## src/rtl/gf256_inv_iter.sv

```systemverilog
// gf256_inv_iter: iterative GF(2^8) multiplicative inverter (AES basis, 0x11B).
// Computes x^254 = x^-1 by repeated squaring and accumulating multiplication,
// sharing one squarer and one multiplier over seven compute cycles; 0 maps to 0.
module gf256_inv_iter (
   input  logic       clk,
   input  logic       rst,
   input  logic       in_valid,
   output logic       in_ready,
   input  logic [7:0] in_data,
   output logic       out_valid,
   input  logic       out_ready,
   output logic [7:0] out_data
);

   typedef enum logic [1:0] {
      IDLE,
      COMPUTE,
      DONE
   } state_t;

   state_t      state;
   logic [7:0]  sq;
   logic [7:0]  acc;
   logic [2:0]  cnt;

   logic [7:0]  sqNext;
   logic [7:0]  accNext;
   logic        accept;

   // Fold bits 14..8 of a carry-less product back into 8 bits using x^8 = x^4+x^3+x+1
   function automatic logic [7:0] gfReduce(input logic [14:0] p);
      logic [14:0] r;
      r = p;
      for (int i = 14; i >= 8; i--) begin
         if (r[i]) begin
            r = r ^ (15'h011B << (i - 8));
         end
      end
      return r[7:0];
   endfunction

   // Full 8x8 carry-less product followed by reduction
   function automatic logic [7:0] gfMul(input logic [7:0] a, input logic [7:0] b);
      logic [14:0] p;
      p = '0;
      for (int i = 0; i < 8; i++) begin
         if (b[i]) begin
            p = p ^ ({7'b0, a} << i);
         end
      end
      return gfReduce(p);
   endfunction

   // Squaring is linear in GF(2): spread bit i to bit 2i, then reduce
   function automatic logic [7:0] gfSq(input logic [7:0] a);
      logic [14:0] p;
      p = '0;
      for (int i = 0; i < 8; i++) begin
         p[2*i] = a[i];
      end
      return gfReduce(p);
   endfunction

   // One square-and-multiply step: next power of two of the operand, folded into the product
   always_comb begin
      sqNext  = gfSq(sq);
      accNext = gfMul(acc, sqNext);
   end

   // Handshake decode; DONE can hand over its slot to a new operand in the same cycle
   assign in_ready  = !rst && ((state == IDLE) || ((state == DONE) && out_ready));
   assign accept    = in_valid && in_ready;
   assign out_valid = (state == DONE);
   assign out_data  = acc;

   // Control and datapath registers: accept, seven compute steps, then hold result until taken
   always_ff @(posedge clk) begin
      if (rst) begin
         state <= IDLE;
         sq    <= 8'h00;
         acc   <= 8'h01 ^ 8'h01;
         cnt   <= 3'd0;
      end else begin
         case (state)
            IDLE: begin
               if (accept) begin
                  sq    <= in_data;
                  acc   <= 8'h01;
                  cnt   <= 3'd0;
                  state <= COMPUTE;
               end
            end
            COMPUTE: begin
               sq  <= sqNext;
               acc <= accNext;
               cnt <= cnt + 3'd1;
               if (cnt == 3'd6) begin
                  state <= DONE;
               end
            end
            DONE: begin
               if (accept) begin
                  sq    <= in_data;
                  acc   <= 8'h01;
                  cnt   <= 3'd0;
                  state <= COMPUTE;
               end else if (out_ready) begin
                  state <= IDLE;
               end
            end
            default: begin
               state <= IDLE;
            end
         endcase
      end
   end

endmodule

```

## config.mk

```make
export PLATFORM = sky130hd
export DESIGN_NAME = gf256_inv_iter
export DESIGN_NICKNAME = d
export VERILOG_FILES = /design/src/rtl/gf256_inv_iter.sv
export SDC_FILE = /design/constraint.sdc
export NUM_CORES = 1
export LEC_CHECK = 0
export CAP_MARGIN = 25
export CORE_ASPECT_RATIO = 0.6
export CORE_UTILIZATION = 50
export CTS_BUF_LIST = sky130_fd_sc_hd__clkbuf_8
export DETAILED_ROUTE_END_ITERATION = 6
export PLACE_DENSITY = 0.75
export SYNTH_ARGS = -nofsm -noshare
export SYNTH_HDL_FRONTEND = slang
export SYNTH_SLANG_ARGS = --single-unit
export TNS_END_PERCENT = 10
```

## constraint.sdc

```tcl
create_clock -name clk -period 3.35 [get_ports clk]
set_input_delay 0.67 -clock clk [delete_from_list [all_inputs] [get_ports clk]]
set_output_delay 0.67 -clock clk [all_outputs]
set_load 0.02 [all_outputs]
```

* Word level (Yosys, flattened, before mapping)
Cells that the tools add are included.
Storage, ports and cells: output and inout bits 10, register bits 21, word-level logic and storage cells 76
Cells by class: add/subtract/negate cells 1, bitwise gates (word level) 21, muxes and demuxes 33, equal/unequal tests 7, reduce and logical (&&, ||, !) cells 10
Operator list (number):
- $mux 15 | 7
- $not 4->4 | 14
- $mux 8 | 5
- $pmux 8 s2 | 2
- $mux 11 | 2
- $mux 10 | 2
- $mux 9 | 2
- $xor 15x10->15 | 1
- $xor 15x11->15 | 1
- $xor 15x12->15 | 1
- $xor 15x13->15 | 1
- $xor 15x14->15 | 1
- $xor 15x15->15 | 1
- $xor 15x9->15 | 1
- $mux 7 | 2
- $mux 6 | 2
- $mux 5 | 2
- $mux 2 | 4
- $pmux 2 s3 | 1
- $pmux 3 s2 | 1
- $ne 2x2->1 const B | 2
- $add 3x1->3 const B | 1
- $eq 3x3->1 const B | 1
- $logic_and 1x1->1 | 3
- 12 further kinds | 12

* Logic depth before layout (Yosys ltp)
Gate-level depths: netlist of the first run.
depth in word-level cells 44, depth in mapped cells 10

* Least setup slack after synthesis of the first run
OpenSTA, ideal clock, no wires.
path kind register to register, start reg sq[7], end reg acc[3], in the netlist out_data[3], setup slack 862 ps, arrival 2371 ps, period minus slack after synthesis 2488 ps, stages on the path, launching flop included 10, cell sequence dfxtp_1 buf_4 xnor2_2 mux2_1 a22oi_1 xor2_1 xnor2_2 xor2_2 xnor3_1 a22o_1
Between the ends: cells in the longest elaborated chain, start to end 30
Ends and longest elaborated chain:
- start: declaration | line 22 | logic [7:0] sq;
- start signal: assignment | line 87 | sq <= in_data;
- start signal: assignment | line 94 | sq <= sqNext;
- start signal: assignment | line 103 | sq <= in_data;
- $mux 11 * | line 35 | if (r[i]) begin
- $not 4->4 (no line)
- $mux 10 | line 35
- $mux 6 | line 35
- $not 4->4 (no line)
- $mux 5 | line 35
- $mux 15 | line 47 | if (b[i]) begin
- $xor 15x10->15 | line 48 | p = p ^ ({7'b0, a} << i);
- (+14 left out)
- $not 4->4 (no line)
- $mux 8 | line 35
- $not 4->4 (no line)
- $mux 7 | line 35
- $mux 6 | line 35
- $not 4->4 (no line)
- $mux 5 * | line 35
- $pmux 8 s2 * | line 84 | case (state)
- end signal: assignment | line 81 | acc <= 8'h01 ^ 8'h01;
- end signal: assignment | line 95 | acc <= accNext;
- end: declaration | line 23 | logic [7:0] acc;
Mark *: on every way between the ends. The rest lies on a longest branch, timed or not. A chain may end at the register's enable or synchronous reset.

* Worst setup path in the final report of the first run
start reg sq[5], end reg acc[1], in the netlist out_data[1]
Between the ends: cells in the longest elaborated chain, start to end 27
Ends and longest elaborated chain (line):
- $not 4->4 (no line)
- $mux 11 * | 35
- $mux 7 * | 35
- $not 4->4 (no line)
- $mux 6 | 35
- $mux 5 | 35
- $mux 15 | 47
- $xor 15x11->15 | 48
- (+11 left out)
- $mux 9 | 35
- $mux 8 | 35
- $mux 7 | 35
- $not 4->4 (no line)
- $mux 6 | 35
- $not 4->4 (no line)
- $mux 5 * | 35
- $pmux 8 s2 * | 84
Marks and branches as above.

==> impl_results.md, run 1 <==
- Post-layout min period: 2.947 ns
- Total CTS buffers: 3
- Period utilisation layout: 87.98%
- Post-synth top cells: nand2_1 (39), xnor2_1 (35), a21oi_1 (31), nor2_1 (31), dfxtp_1 (21)
- Crit path cell chain: clkinv_1 -> o21ai_0 -> a211oi_1 -> xnor3_1 -> xnor3_1 -> xnor2_1 -> a32o_1
- CTS Sinks: 21
- Count of state elements after synthesis: 21
- Critical Path Sink Type: flip-flop
- Cell Rows: 19
- Total routed wirelength: 7.566 mm
- Ports: 22
- Final Instance Count excl. Fillers: 410
- Routability Congestion: 0.9240
- Overall Power: 867.3 uW
- Leak: 1.009 nW
- Total track usage: 29.44%
- Syn-to-layout area delta: 11.08%
- Initial Util: 54.53%
- CP top delay family: XOR/XNOR gates
- Share of the synthesized area in the top cell type: 16.05%
- CP Class: flip-flop to flip-flop
- Area leader, netlist: dfxtp_1
- Die area: 0.005541 mm2
- Pwr/cell area: 298.2 mW/mm2
- Via density: 6.120
- Worst-Margin Slew: 0.7981 ns
- Max stage delay cell, worst path: dfxtp_1
- Chip width: 95.43 um
- Final ANT Viol Nets: 0
- Max frequency: 339.3 MHz
- Critical Path RT: 3.52 ns
- Clock-pin slew on the worst setup and hold paths: 0.08 ns
- Final antenna diode count: 0
- Die height: 58.06 um
- Top_reg_cell synth: dfxtp_1
- Final Hold Viols: 0
- Syn_nets: 350
- Critical register-to-register path startpoint: sq[5]
- Net count, final: 362
- Max_cap viols: 0
- Hold Path Class: flip-flop to flip-flop
- Outcome: complete, no violations
- Cells after Synth: 336
- Later-pin clock latency in the skew report: 0.27 ns
- First-pass GRT wire length: 12.17 mm
- Crit path from: sq[5]
- Hold-fix buffers, CTS: 0
- Core area: 0.004802 mm2
- Post-route cell area: 0.002909 mm2
- Most frequent cell after synthesis: nand2_1
- Fill cells: 430
- Register area share after synthesis: 16.05%
- Via count: 2,509
- Placed inst area: 0.002863 mm2
- DRC errors left: 0
- Post-synth EDFFs: 0
- Max transition margin: 46.43%
- Worst vdd ir: 0.1692 mV
- Crit-path most repeated cell: xnor3_1
- Arr. time, crit path: 3.11 ns
- Root Buffer Master: clkbuf_8
- HP Start: cnt[0]
- Main area contributors after synthesis: dfxtp_1 (16%), xnor2_1 (12%), a21oi_1 (5.9%)
- Final Skew: 0.001431 ns
- Post-placement cell count: 406
- CTS Buffer Depth: 2
- I/O Buffers: 21
- Crit start category: flip-flop
- Post-CTS setup buffer count: 0
- Largest net degree at the start of global routing: 22
- Post_cts resized: 0
- Final setup violating endpoints: 0
- CP bufs+invs: 1
- Post-synth cell types: 56
- Mean cell area of the mapped netlist: 7.794 um2
- Critical-path maximum fanout: 10
- TNS Setup: 0 ns
- Layout cells sized above 1: 10.37%
- WL/cell: 18.45 um
- H-tree levels: 1
- Post-detail-place hpwl: 5.794 mm
- Drt initial violations: 271
- Ys async rst share: 0%
- CP peak stage delay: 0.64 ns
- Initial antenna violation count: 0
- First drt pass iteration count: 5
- RSZ-0062 raised after global routing: no
- Number of global-route vias before repair: 2,227
- Total grt overflow: 0
- Max-slew violation count: 0
- Core Util, Final: 60.58%
- Ys Warns: 0
- CTS tree: done
- Mapped cell area: 0.002619 mm2
## cell usage in the layout, fill, tap and decap left out, types with 6 or more instances in the layout
cell | netlist | final
inv_1 | 8 | 8
clkdlybuf4s50_1 | 0 | 21
nor2_1 | 31 | 31
a21oi_1 | 31 | 31
xnor2_1 | 35 | 35
nor2b_1 | 9 | 9
nand2_1 | 39 | 39
mux2i_1 | 9 | 9
nand3_1 | 12 | 12
o21ai_0 | 12 | 12
xor2_1 | 12 | 12
nor3_1 | 6 | 6
a211oi_1 | 8 | 8
o211ai_1 | 6 | 6
buf_4 | 3 | 14
dfxtp_1 | 21 | 21
## metal layers
metal,global-route usage (%),wire length (um),vias up
met5,0,0,-
met4,4.478,63,0
li1,-,-,1182
met3,6.955,764,8
met2,39.18,2953,128
met1,47.44,3783,1191
## path summary, 6_finish.rpt
check	to	slack [ns]	cells after the start
max	out_data[1]	0.40	7
min	cnt[0]	0.53	1
max reg2reg	out_data[1]	0.40	7
min reg2reg	cnt[0]	0.53	1
## flip-flops by register name (all words and copies together) (netlist names)
signal and count:
state 2, out_data 8, cnt 3, sq 8
## through the flow
step,hold WS [ns],worst slack [ns]
2_1_floorplan,0.4663,0.8620
3_3_place_gp,0.4860,0.5065
3_5_place_dp,0.5009,0.4981
4_1_cts,0.5169,0.4800
5_1_grt,0.5462,0.2557
6_report,0.5268,0.4027
## cells by family (layout without fill, tap and decap cells)
| kind of cell | Yosys count | count (layout) | synth area share [%] |
|---|---|---|---|
| flops | 21 | 21 | 16.05 |
| mux | 11 | 11 | 4.300 |
| compound gates | 88 | 88 | 23.22 |
| fa+ha+maj | 2 | 2 | 0.9554 |
| buf+inv | 38 | 49 | 7.166 |
| xor+xnor | 63 | 63 | 28.62 |
| simple gates | 113 | 113 | 19.68 |
## worst reg2reg max path, delay by kind of cell (launching register included)
family	cells	cell delay [ns]
XOR/XNOR	3	1.13
AO/OA/AOI/OAI	3	0.60
flip-flops	1	0.64
buffers and inverters	1	0.47
## cell type report
cell class | instances | area (um2) | share of cell area (%)
Multi-Input combinational cell | 277 | 2011 | 69.12
Sequential cell | 21 | 420.4 | 14.45
Timing Repair Buffer | 35 | 315.3 | 10.84
Tap cell | 63 | 78.83 | 2.710
Clock buffer | 3 | 41.29 | 1.419
Inverter | 10 | 37.54 | 1.290
Clock inverter | 1 | 5.005 | 0.1720
## report_power, final
part	switching, mW	internal, mW	total [mW]	leakage (nW)
logic	0.211	0.169	0.379	0.813
clock network	0.0937	0.0833	0.177	0.0255
registers	0.0466	0.264	0.311	0.171
No activity file was read; power rests on OpenSTA's default activity.
==> run 2, diff against run 1 <==
CORE_UTILIZATION = 40   (was 50)
HOLD_SLACK_MARGIN = 0.08   (was default)
PLACE_DENSITY = 0.64   (was 0.75)
==> impl_results.md, run 2 (synthesis results as in run 1) <==
- Outcome: complete, no violations (unchanged)
- Net Sw Frac: 40.41% (was 40.49%)
- NetSw: 352.5 uW (was 351.2 uW)
- CTS Buffer Depth: 2 (unchanged)
- Via count: 2,448 (was 2,509)
- Final setup violating endpoints: 0 (unchanged)
- Post-layout min period: 2.907 ns (was 2.947 ns)
- Most frequent cells in the layout: nand2_1 (39), xnor2_1 (35), a21oi_1 (31), nor2_1 (31) (unchanged)
- Final antenna diode count: 0 (unchanged)
- Via density: 5.628 (was 6.120)
- Critical Path Sink Type: flip-flop (unchanged)
- Most common cell after layout, fill and taps aside: nand2_1 (unchanged)
- Initial antenna violation count: 0 (unchanged)
- Global Route met1 Usage: 37.90% (was 47.44%)
- Post-CTS setup buffer count: 0 (unchanged)
- Total CTS buffers: 3 (unchanged)
- H-tree levels: 1 (unchanged)
- Hold_ws: 0.5165 ns (was 0.5268 ns)
- Hold-fix buffers, CTS: 0 (unchanged)
- Initial Util: 42.10% (was 54.53%)
- Later-pin clock latency in the skew report: 0.27 ns (about the same)
- Max transition margin: 50.92% (was 46.43%)
- Post-detail-place hpwl: 5.838 mm (was 5.794 mm)
- CP Class: flip-flop to flip-flop (unchanged)
- Fill cells: 647 (was 430)
- Power share of the clock group: 20.2% (was 20.4%)
- Critical-path maximum fanout: 12 (was 10)
- Clock-pin slew on the worst setup and hold paths: 0.08 ns (about the same)
- Crit start category: flip-flop (unchanged)
- Final Skew: 0.006403 ns (was 0.001431 ns)
- Flop pwr share: 35.6% (was 35.8%)
- Pint: 519.8 uW (was 516.1 uW)
- First-pass GRT wire length: 12.32 mm (was 12.17 mm)
- RSZ-0062 raised after global routing: no (unchanged)
- Met2 GRT Util: 32.14% (was 39.18%)
- CTS Sinks: 21 (unchanged)
- Critical Path RT: 3.52 ns (about the same)
- DRC errors left: 0 (unchanged)
- CTS tree: done (unchanged)
- Total grt overflow: 0 (unchanged)
- Overall Power: 872.3 uW (was 867.3 uW)
- Final Hold Viols: 0 (unchanged)
- Chip width: 106.5 um (was 95.43 um)
- Max-slew violation count: 0 (unchanged)
- Max_cap viols: 0 (unchanged)
- TNS Setup: 0 ns (unchanged)
- First drt pass iteration count: 5 (unchanged)
- Total routed wirelength: 7.611 mm (was 7.566 mm)
- Worst vdd ir: 0.1674 mV (was 0.1692 mV)
- Comb power frac: 44.2% (was 43.7%)
- Routability Congestion: 0.8881 (was 0.9240)
- Die height: 64.68 um (was 58.06 um)
- Period utilisation layout: 86.78% (was 87.98%)
- Met3 global-route usage: 3.219% (was 6.955%)
- Max frequency: 344.0 MHz (was 339.3 MHz)
- Layout cells sized above 1: 11.40% (was 10.37%)
- Root Buffer Master: clkbuf_8 (unchanged)
- Pwr/cell area: 294.1 mW/mm2 (was 298.2 mW/mm2)
- GR peak layer: met1 (unchanged)
- Die area: 0.006885 mm2 (was 0.005541 mm2)
- WL/cell: 17.50 um (was 18.45 um)
- Core Util, Final: 47.67% (was 60.58%)
- Syn-to-layout area delta: 13.23% (was 11.08%)
- Worst-Margin Slew: 0.7313 ns (was 0.7981 ns)
- Net count, final: 366 (was 362)
- Number of global-route vias before repair: 2,190 (was 2,227)
- Largest net degree at the start of global routing: 20 (was 22)
- Hold Path Class: flip-flop to flip-flop (unchanged)
- Total track usage: 23.44% (was 29.44%)
- Post_cts resized: 0 (unchanged)
- I/O Buffers: 21 (unchanged)
- Drt initial violations: 193 (was 271)
- Core area: 0.006221 mm2 (was 0.004802 mm2)
- Leak: 1.030 nW (was 1.009 nW)
- Final ANT Viol Nets: 0 (unchanged)
- Ports: 22 (unchanged)
- Cell Rows: 22 (was 19)
- Arr. time, crit path: 3.08 ns (was 3.11 ns)
[run 2: changes by cell type in the layout (fill, tap and decap cells not counted), sizes merged]
cell	before	now
buf	14	18
[run 2: area by class of cell]
cell class / instances / area (um2) / area share [%]
clock buffer: 3 / 41.29 / 1.392
sequential: 21 / 420.4 / 14.18
multi-input combinational: 277 / 2011 / 67.81
clock inverter: 1 / 5.005 / 0.1688
tap: 84 / 105.1 / 3.544
inverter: 10 / 37.54 / 1.266
timing repair buffer: 39 / 345.3 / 11.65
[run 2: final timing paths]
kind	end	from	slack [ns]	cells past startpoint
worst min register to register	cnt[0]	cnt[0]	0.52	1
worst max-delay path	out_data[3]	sq[7]	0.44	9
worst min-delay path	cnt[0]	cnt[0]	0.52	1
worst max register to register	out_data[3]	sq[7]	0.44	9
[run 2: power groups by stage]
stage	Sequential [mW]	Combinational, mW	Clock, mW
final	0.311	0.385	0.176
after global placement	0.314	0.376	0
after CTS	0.309	0.383	0.180
after detailed placement	0.315	0.381	0
after floorplan	0.286	0.304	0
after global routing	0.314	0.419	0.190
[run 2: worst max-delay path, stage by stage, from the launching register on]
cell and delay, ns:
dfxtp_1 0.64, buf_4 0.24, xor2_4 0.29, xnor2_2 0.21, nand2_1 0.11, xnor2_1 0.17, xnor2_1 0.30, xnor2_1 0.21
xnor3_1 0.43, a22o_1 0.20
[run 2: metal layers]
metal	vias to the layer above	wire length, um
met5	-	0
met4	0	65
met3	10	652
met2	106	2934
met1	1148	3958
li1	1184	-
[run 2: stage by stage]
step                      setup slack (ns)  cell area [um2]  instances
final                               0.4428             2965        435
after detailed placement            0.5275             2919        431
after global placement              0.5481             2919        431
after global routing                0.2930             2965        435
after CTS                           0.4999             2965        435
after floorplan                     0.8620             2619        336
==> run 3, diff against run 2 <==
CORE_UTILIZATION = 60   (was 40)
CTS_CLUSTER_SIZE = 40   (was default)
PLACE_DENSITY = 0.87   (was 0.64)
==> impl_results.md, run 3 (synthesis results as in run 1) <==
- Final Skew: 0.003939 ns (was 0.006403 ns)
- Ports: 22 (unchanged)
- Initial Util: 63.19% (was 42.10%)
- Syn-to-layout area delta: 11.75% (was 13.23%)
- Critical register-to-register path startpoint: sq[7] (unchanged)
- Total track usage: 36.04% (was 23.44%)
- Fill cells: 353 (was 647)
- Crit-path most repeated cell: xnor2_2 (was xnor2_1)
- First drt pass iteration count: 6 (was 5)
- TNS Setup: 0 ns (unchanged)
- CP Class: flip-flop to flip-flop (unchanged)
- Post_cts resized: 0 (unchanged)
- Via density: 6.329 (was 5.628)
- Period utilisation layout: 88.72% (was 86.78%)
- Cell Rows: 18 (was 22)
- Chip width: 87.29 um (was 106.5 um)
- Die height: 53.18 um (was 64.68 um)
- Post-layout min period: 2.972 ns (was 2.907 ns)
- First-pass GRT wire length: 12.34 mm (was 12.32 mm)
- Critical Path RT: 3.51 ns (was 3.52 ns)
- CTS Sinks: 21 (unchanged)
- Clock-pin slew on the worst setup and hold paths: 0.08 ns (about the same)
- Hold Path Class: flip-flop to flip-flop (unchanged)
- Total CTS buffers: 3 (unchanged)
- Worst setup margin: 0.3780 ns (was 0.4428 ns)
- Final setup violating endpoints: 0 (unchanged)
- Total routed wirelength: 7.590 mm (was 7.611 mm)
- Drt initial violations: 335 (was 193)
- DRC errors left: 0 (unchanged)
- Hold-fix buffers, CTS: 0 (unchanged)
- Critical-path maximum fanout: 15 (was 12)
- H-tree levels: 1 (unchanged)
- Hold Path Depth: 1 (unchanged)
- WHS Endpoint: cnt[0] (unchanged)
- Arr. time, crit path: 3.13 ns (was 3.08 ns)
- Root Buffer Master: clkbuf_8 (unchanged)
- Via count: 2,595 (was 2,448)
- Storage element area: 420.4 um2 (unchanged)
- Final ANT Viol Nets: 0 (unchanged)
- Leak: 1.025 nW (was 1.030 nW)
- Worst-Margin Slew: 0.7926 ns (was 0.7313 ns)
- WL/cell: 18.51 um (was 17.50 um)
- Critical Path Sink Type: flip-flop (unchanged)
- RSZ-0062 raised after global routing: no (unchanged)
- I/O Buffers: 21 (unchanged)
- Total grt overflow: 0 (unchanged)
- Max stage delay cell, worst path: dfxtp_1 (unchanged)
- Worst reg-to-reg path cell count: 8 (was 9)
- Core Util, Final: 70.62% (was 47.67%)
- CTS tree: done (unchanged)
- Initial antenna violation count: 0 (unchanged)
- Max_cap viols: 0 (unchanged)
- Crit path cell chain: xnor2_2 -> mux2_1 -> a22oi_1 -> xor2_1 -> xnor2_2 -> xor2_2 -> xnor3_1 -> a22o_1 (was buf_4 -> xor2_4 -> xnor2_2 -> nand2_1 -> xnor2_1 -> xnor2_1 -> xnor2_1 -> xnor3_1 -> a22o_1)
- Number of global-route vias before repair: 2,363 (was 2,190)
- Later-pin clock latency in the skew report: 0.26 ns (was 0.27 ns)
- Final antenna diode count: 0 (unchanged)
- Worst vdd ir: 0.2126 mV (was 0.1674 mV)
- Crit start category: flip-flop (unchanged)
- Post-detail-place hpwl: 5.790 mm (was 5.838 mm)
- CP peak stage delay: 0.81 ns (was 0.64 ns)
- Post-CTS setup buffer count: 0 (unchanged)
- Routability Congestion: 0.9632 (was 0.8881)
- Max transition margin: 47.09% (was 50.92%)
- Net count, final: 365 (was 366)
- Max frequency: 336.5 MHz (was 344.0 MHz)
- Largest net degree at the start of global routing: 22 (was 20)
- Core area: 0.004144 mm2 (was 0.006221 mm2)
- Pwr/cell area: 299.7 mW/mm2 (was 294.1 mW/mm2)
- CTS Buffer Depth: 2 (unchanged)
- R2r setup slk: 0.38 ns (was 0.44 ns)
- Die area: 0.004642 mm2 (was 0.006885 mm2)
- Pre-CTS setup slack: 0.4403 ns (was 0.5275 ns)
- Max-slew violation count: 0 (unchanged)
- Outcome: complete, no violations (unchanged)
- HP Start: cnt[0] (unchanged)
- Reg-to-Reg End: out_data[3] (unchanged)
- Most common cell after layout, fill and taps aside: nand2_1 (unchanged)
- Layout cells sized above 1: 10.86% (was 11.40%)
- Most frequent cells in the layout: nand2_1 (39), xnor2_1 (35), a21oi_1 (31), nor2_1 (31) (unchanged)
- Final Hold Viols: 0 (unchanged)
- Multi-input gate area: 0.002011 mm2 (unchanged)
run 3: cell type report:
type,count,share of cell area (%)
Clock inverter,1,0.1283
Multi-Input combinational cell,277,68.70
Timing Repair Buffer,38,11.54
Tap cell,60,2.565
Sequential cell,21,14.37
Inverter,10,1.283
Clock buffer,3,1.411
run 3: worst max path at each step:
stage | depth (start not counted) | to | startpoint
2_1_floorplan | 9 | out_data[3] | sq[7]
3_3_place_gp | 8 | out_data[3] | sq[7]
3_5_place_dp | 8 | out_data[3] | sq[7]
4_1_cts | 8 | out_data[3] | sq[7]
5_1_grt | 8 | out_data[3] | sq[7]
6_report | 8 | out_data[3] | sq[7]
run 3: through the flow:
step                      total power, mW  std cells  hold WS (ns)  cell area, um2
final                              0.8771        410        0.5145            2927
after global routing               0.9194        410        0.5329            2927
after CTS                          0.8621        410        0.5091            2927
after detailed placement           0.6969        406        0.4967            2882
after global placement             0.6847        406        0.4820            2882
after floorplan                    0.5896        336        0.4663            2619
run 3: metal layers:
| metal | vias to the layer above | track usage [%] | wire length (um) |
|---|---|---|---|
| met4 | 0 | 7.104 | 119 |
| met3 | 19 | 9.828 | 924 |
| met2 | 172 | 53.91 | 3142 |
| met1 | 1222 | 51.66 | 3404 |
| met5 | - | 0 | 0 |
| li1 | 1182 | - | - |
run 3: power by group:
group | total (mW) | internal, mW | switching, mW
sequential | 0.311 | 0.264 | 0.0465
combinational | 0.394 | 0.175 | 0.219
clock | 0.172 | 0.0818 | 0.0900
run 3: critical path: cells and delay by family, from the launching register on:
family                    cells  cell delay [ns]
AOI/OAI and AO/OA             2             0.41
DFF                           1             0.81
xor gates and xnor gates      5             1.27
muxes                         1             0.37
